### src/rtl/cordic_pkg.sv
// Shared fixed-point constants and types for the CORDIC trig pipeline.
// Word format: 1 sign bit, 1 integer bit, 14 fractional bits.
package cordic_pkg;

   localparam int SYM_WIDTH = 1;
   localparam int INT_WIDTH = 1;
   localparam int DEC_WIDTH = 14;
   localparam int W         = SYM_WIDTH + INT_WIDTH + DEC_WIDTH;

   localparam logic [W-1:0] PI_HALF = 16'd25736;
   localparam logic [W-1:0] K_INV   = 16'd9949;

   typedef logic [1:0] quad_t;

   localparam quad_t QUAD_0 = 2'd0;
   localparam quad_t QUAD_1 = 2'd1;
   localparam quad_t QUAD_2 = 2'd2;
   localparam quad_t QUAD_3 = 2'd3;

endpackage

### src/rtl/cordic_sideband_dly.sv
// {valid, quad} shift line that keeps quadrant tags aligned with the rotation chain.
module cordic_sideband_dly
   import cordic_pkg::*;
#(
   parameter int DEPTH = 14
) (
   input  logic  clk,
   input  logic  rst,
   input  logic  en,
   input  logic  i_valid,
   input  quad_t i_quad,
   output logic  o_valid,
   output quad_t o_quad,
   output logic  o_any_valid
);

   logic [DEPTH-1:0]        r_valid;
   logic [DEPTH-1:0][1:0]   r_quad;

   // shift one entry per enabled cycle; reset clears every valid at once
   always_ff @(posedge clk or posedge rst) begin
      if (rst) begin
         r_valid <= '0;
         r_quad  <= '0;
      end else if (en) begin
         r_valid <= {r_valid[DEPTH-2:0], i_valid};
         r_quad  <= {r_quad[DEPTH-2:0], i_quad};
      end
   end

   assign o_valid     = r_valid[DEPTH-1];
   assign o_quad      = r_quad[DEPTH-1];
   assign o_any_valid = |r_valid;

endmodule

### src/rtl/cordic_trig_pre.sv
// Pre-stage of cordic_trig: splits the quadrant off a turn-normalised phase,
// scales the in-quadrant fraction to radians and seeds iteration stage 0.
module cordic_trig_pre
   import cordic_pkg::*;
#(
   parameter int PHASE_WIDTH = 16,
   parameter int ITER_NUM    = 14
) (
   input  logic                   clk,
   input  logic                   rst,
   input  logic                   en,
   input  logic                   in_valid,
   input  logic [PHASE_WIDTH-1:0] phase_in,
   output logic signed [W-1:0]    x_0,
   output logic signed [W-1:0]    y_0,
   output logic signed [W-1:0]    z_0,
   output logic                   out_valid,
   output logic [1:0]             out_quad,
   output logic                   busy
);

   localparam int FRAC_W = PHASE_WIDTH - 2;
   localparam int PROD_W = FRAC_W + W;
   localparam logic [PROD_W-1:0] RND = PROD_W'(1'b1) << (FRAC_W - 1);

   logic              r_v1;
   quad_t             r_q1;
   logic [FRAC_W-1:0] r_f1;

   logic              r_v2;
   quad_t             r_q2;
   logic [W-1:0]      r_x0;
   logic [W-1:0]      r_y0;
   logic [W-1:0]      r_z0;

   logic [PROD_W-1:0] w_prod;
   logic              w_sb_any;

   // stage 1: quadrant / fraction split
   always_ff @(posedge clk or posedge rst) begin
      if (rst) begin
         r_v1 <= 1'b0;
         r_q1 <= QUAD_0;
         r_f1 <= '0;
      end else if (en) begin
         r_v1 <= in_valid;
         r_q1 <= phase_in[PHASE_WIDTH-1 -: 2];
         r_f1 <= phase_in[FRAC_W-1:0];
      end
   end

   // fraction * pi/2 never exceeds PROD_W bits, so the rounded angle fits W-1 bits
   assign w_prod = PROD_W'(r_f1) * PROD_W'(PI_HALF);

   // stage 2: seed registers; data is loaded every enabled cycle, valid masks it
   always_ff @(posedge clk or posedge rst) begin
      if (rst) begin
         r_v2 <= 1'b0;
         r_q2 <= QUAD_0;
         r_x0 <= '0;
         r_y0 <= '0;
         r_z0 <= '0;
      end else if (en) begin
         r_v2 <= r_v1;
         r_q2 <= r_q1;
         r_x0 <= r_v1 ? K_INV : '0;
         r_y0 <= '0;
         r_z0 <= W'((w_prod + RND) >> FRAC_W);
      end
   end

   assign x_0 = r_x0;
   assign y_0 = r_y0;
   assign z_0 = r_z0;

   cordic_sideband_dly #(
      .DEPTH (ITER_NUM)
   ) u_sideband (
      .clk         (clk),
      .rst         (rst),
      .en          (en),
      .i_valid     (r_v2),
      .i_quad      (r_q2),
      .o_valid     (out_valid),
      .o_quad      (out_quad),
      .o_any_valid (w_sb_any)
   );

   assign busy = r_v1 | r_v2 | w_sb_any;

endmodule

### config.mk
export PLATFORM = sky130hd
export DESIGN_NAME = cordic_trig_pre
export DESIGN_NICKNAME = d
export VERILOG_FILES = /design/src/rtl/cordic_pkg.sv /design/src/rtl/cordic_sideband_dly.sv /design/src/rtl/cordic_trig_pre.sv
export SDC_FILE = /design/constraint.sdc
export NUM_CORES = 1
export LEC_CHECK = 0
export CORE_AREA = 2 2 132 159
export DETAILED_ROUTE_END_ITERATION = 16
export DIE_AREA = 0 0 134 161
export PLACE_DENSITY = 0.44
export SYNTH_ARGS = -nofsm -noshare
export SYNTH_HDL_FRONTEND = slang
export SYNTH_SLANG_ARGS = --single-unit
### constraint.sdc
create_clock -name clk -period 12.6 [get_ports clk]
set_input_delay 1.89 -clock clk [delete_from_list [all_inputs] [get_ports clk]]
set_output_delay 1.89 -clock clk [all_outputs]
set_load 0.005 [all_outputs]
==> metrics.md <==
| Metric | Value |
|---|---|
| NetSw | 829 uW |
| GP Congestion | 0.820 |
| DIE AREA | 0.0216 sq mm |
| Largest net degree at the start of global routing | 79 |
| Post-cts repair resize count | 0 |
| Synth Cell Area | 0.00593 sq mm |
| H-tree depth | 3 |
| Final setup TNS | 0 ns |
| Final Hold Viols | 0 |
| ANT cells | 0 |
| Hold Buf Count CTS | 0 |
| FF+latch count, synth | 78 |
| Switch share | 0.452 |
| I/O Buffers | 48 |
| Synth top area share | 0.329 |
| Gr usage total | 0.120 |
| R2r setup slk | 7.17 ns |
| Worst-margin pin slew | 1.01 ns |
| Sequential power share | 0.216 |
| Vias | 4025 |
| Rel. slew slack | 0.328 |
| RR Startpoint | r_f1[2] |
| Leak pwr | 0.00315 uW |
| Slowest stage delay, CP | 0.54 ns |
| Chip height | 161 microns |
| Layout area overhead | 14.9% |
| Critical Path Sink Type | flip-flop |
| Remaining Overflow, GRT | 0 |
| Worst VDD drop | 0.0827 mV |
| Critical path required time | 12.87 ns |
| Gate Count Post-Synth | 565 |
| Initial antenna violation count | 0 |
| CTS max path bufs | 2 |
| Remaining DRCs | 0 |
| Async S/R FF share, synth | 1.00 |
| Vias in the first global route | 4291 |
| IO Pins | 72 |
| Reg area | 0.00195 sq mm |
| Via density | 4.65 |
| CTS tree | yes |
| Register area share after synthesis | 0.329 |
| Initial Utilization | 0.296 |
| Max Clk Rate | 0.184 GHz |
| Final setup viols | 0 |
| Worst R2R End | z_0[12] |
| Wirelength, routed | 11.9 mm |
| Hold depth | 2 |
| Drt pass-1 iters | 4 |
| P per Cell Area | 269 mW/mm^2 |
| Crit-path max FO | 9 |
| Layout cells sized above 1 | 0.136 |
| Core ar. | 0.0200 sq mm |
| Number of flops mapped to enable cells by yosys | 0 |
| Synth top area cells | dfrtp_1 (33%), ha_1 (17%), mux2_2 (10%) |
| Int Power | 1010 uW |
| CP max stage cell | fa_1 |
| Core Util, Final | 0.340 |
| Hpwl dp | 9.44 mm |
| DRT iter0 DRCs | 93 |
| Clk_skew | 0.00599 ns |
| CTS buffer count | 9 |
| Worst-path clk slew | 0.06 ns |
| Worst hold path startpoint | z_0[11] |
| Multi-input gate area | 0.00350 sq mm |
| Die Wd | 134 microns |
| Clock tree root driver cell | clkbuf_16 |
| Skew-Pair Late Insertion Delay | 0.35 ns |
| Worst setup SP type | flip-flop |
| Max-cap violations | 0 |
| Avg Synthesized Cell Area | 10.5 sq um |
| Filler cell count | 2050 |
| Post-CTS setup buffer count | 0 |
| Unrepaired setup endpoints after global routing | no |
| Hold/Removal Path Class | flip-flop to flip-flop |
| Period Utilization, post-route | 0.431 |
| ANT nets after route | 0 |
| Routed WL per cell | 13.8 microns |
| R2R depth | 14 |
| Clock Power Share | 0.145 |
| Synthesis warning total | 0 |
| Nets | 718 |
| # clock sinks | 78 |
| Rows | 57 |
| Combinational share of power | 0.639 |
| Status | complete, no violations |
| Hold EP | z_0[11] |
| Leading area contributor after synthesis | dfrtp_1 |
| Ys flop type | dfrtp_1 |
| Crit Path Class | flip-flop to flip-flop |
| Tmin final | 5.43 ns |
| Pins Over Slew Limit | 0 |
| Arr. time, crit path | 5.70 ns |
| CP cell instances | ha_1 > fa_1 > fa_1 > fa_1 > ha_1 > ha_1 > a21oi_1 > o22ai_1 > a211oi_2 > o21bai_1 > xor2_1 > nand3_1 > or4_1 > a31oi_1 |
| Synth cell types | 57 |
| First-pass GRT wire length | 20.6 mm |
==> critical path: cells and delay by family, from the launching register on <==
| kind | cells | cell delay [ns] |
|---|---|---|
| fa+ha+maj | 6 | 2.52 |
| compound gates | 5 | 1.38 |
| simple gates | 2 | 0.70 |
| flops | 1 | 0.44 |
| xor+xnor | 1 | 0.32 |
==> layout make-up <==
cell class                 count  share of cell area
inverter                      62              0.0343
timing repair buffer          50              0.0724
clock inverter                 7              0.0116
sequential                    78               0.287
clock buffer                   9              0.0331
multi-input combinational    395               0.513
tap                          265              0.0487
==> stage by stage <==
stage	instance area [sq um]	power, uW	std cells	hold WS, ns	worst slack, ns
6_report	6810	1840	866	0.494	7.17
5_1_grt	6810	2030	866	0.513	6.88
4_1_cts	6810	1870	866	0.504	7.17
3_5_place_dp	6510	1590	850	0.490	7.19
3_3_place_gp	6510	1580	850	0.486	7.31
2_1_floorplan	6010	1290	587	0.475	7.65
==> synth_stat cells (4+ instances only) <==
| cell type | instances |
|---|---|
| ha_1 | 80 |
| nor2_1 | 25 |
| nand3_1 | 11 |
| o21ai_0 | 18 |
| a31oi_1 | 4 |
| clkbuf_1 | 14 |
| nor3_1 | 5 |
| a21oi_1 | 23 |
| nor4_1 | 5 |
| xor2_1 | 17 |
| buf_4 | 35 |
| inv_1 | 62 |
| dfrtp_1 | 78 |
| mux2_2 | 55 |
| nand4_1 | 7 |
| nand2_1 | 28 |
| xnor2_1 | 10 |
| fa_1 | 22 |
==> routing by layer <==
layer | global-route usage | part of all wire | vias to the layer above
met2 | 0.215 | 0.52 | 62
met1 | 0.141 | 0.43 | 1991
met4 | 0.0358 | 0.015 | 0
met5 | 0 | 0 | -
li1 | - | - | 1961
met3 | 0.0286 | 0.034 | 11
==> state kept, by name, indices dropped and copies added, names as in the netlist <==
name / cells
u_sideband.r_quad: 26
r_v1: 1
z_0: 16
u_sideband.r_valid: 14
r_f1: 14
r_q1: 2
r_q2: 2
u_sideband.o_quad: 2
x_0: 1
==> power groups by stage <==
| stage | Combinational, uW | Sequential [uW] | Clock, uW |
|---|---|---|---|
| floorplan | 905 | 386 | 0 |
| global placement | 1180 | 400 | 0 |
| detailed placement | 1190 | 403 | 0 |
| CTS | 1200 | 399 | 276 |
| global route | 1330 | 410 | 289 |
| finish | 1170 | 396 | 266 |
==> worst max-delay path by stage <==
stage | startpoint | endpoint | slack, ns | depth (start not counted)
floorplan | r_f1[2] | z_0[12] | 7.65 | 15
global placement | r_f1[2] | z_0[12] | 7.31 | 14
detailed placement | r_f1[2] | z_0[12] | 7.19 | 14
CTS | r_f1[2] | z_0[12] | 7.17 | 14
global route | r_f1[2] | z_0[12] | 6.88 | 16
finish | r_f1[2] | z_0[12] | 7.17 | 14
==> kinds of logic after synthesis <==
family / count (synthesis) / synth area share
buffers and inverters: 114 / 0.0946
DFF: 78 / 0.329
and+or+nand+nor: 104 / 0.0924
muxes: 55 / 0.104
AOI/OAI and AO/OA: 84 / 0.0956
adders and majority gates: 102 / 0.243
xor gates and xnor gates: 27 / 0.0399
other: 1 / 0.000633
==> cell usage in the layout, fill, tap and decap left out, types with 3 or more instances in the layout <==
master	n
o21a_1	3
o21bai_1	3
ha_1	80
nor2_1	25
nand2_1	28
inv_1	61
a21oi_1	23
o211ai_1	3
buf_4	3
nand3_1	11
a31oi_1	4
a21boi_0	3
nand2b_1	3
and2_1	3
nand4_1	7
o31ai_1	3
fa_1	22
xnor2_1	10
nor3_1	5
nor4_1	5
mux2_2	55
conb_1	23
inv_6	3
dfrtp_1	78
clkbuf_16	9
o21ai_0	18
xor2_1	17
clkinvlp_4	3
clkdlybuf4s50_1	47
nor2b_1	3
No activity file was read; power rests on OpenSTA's default activity.
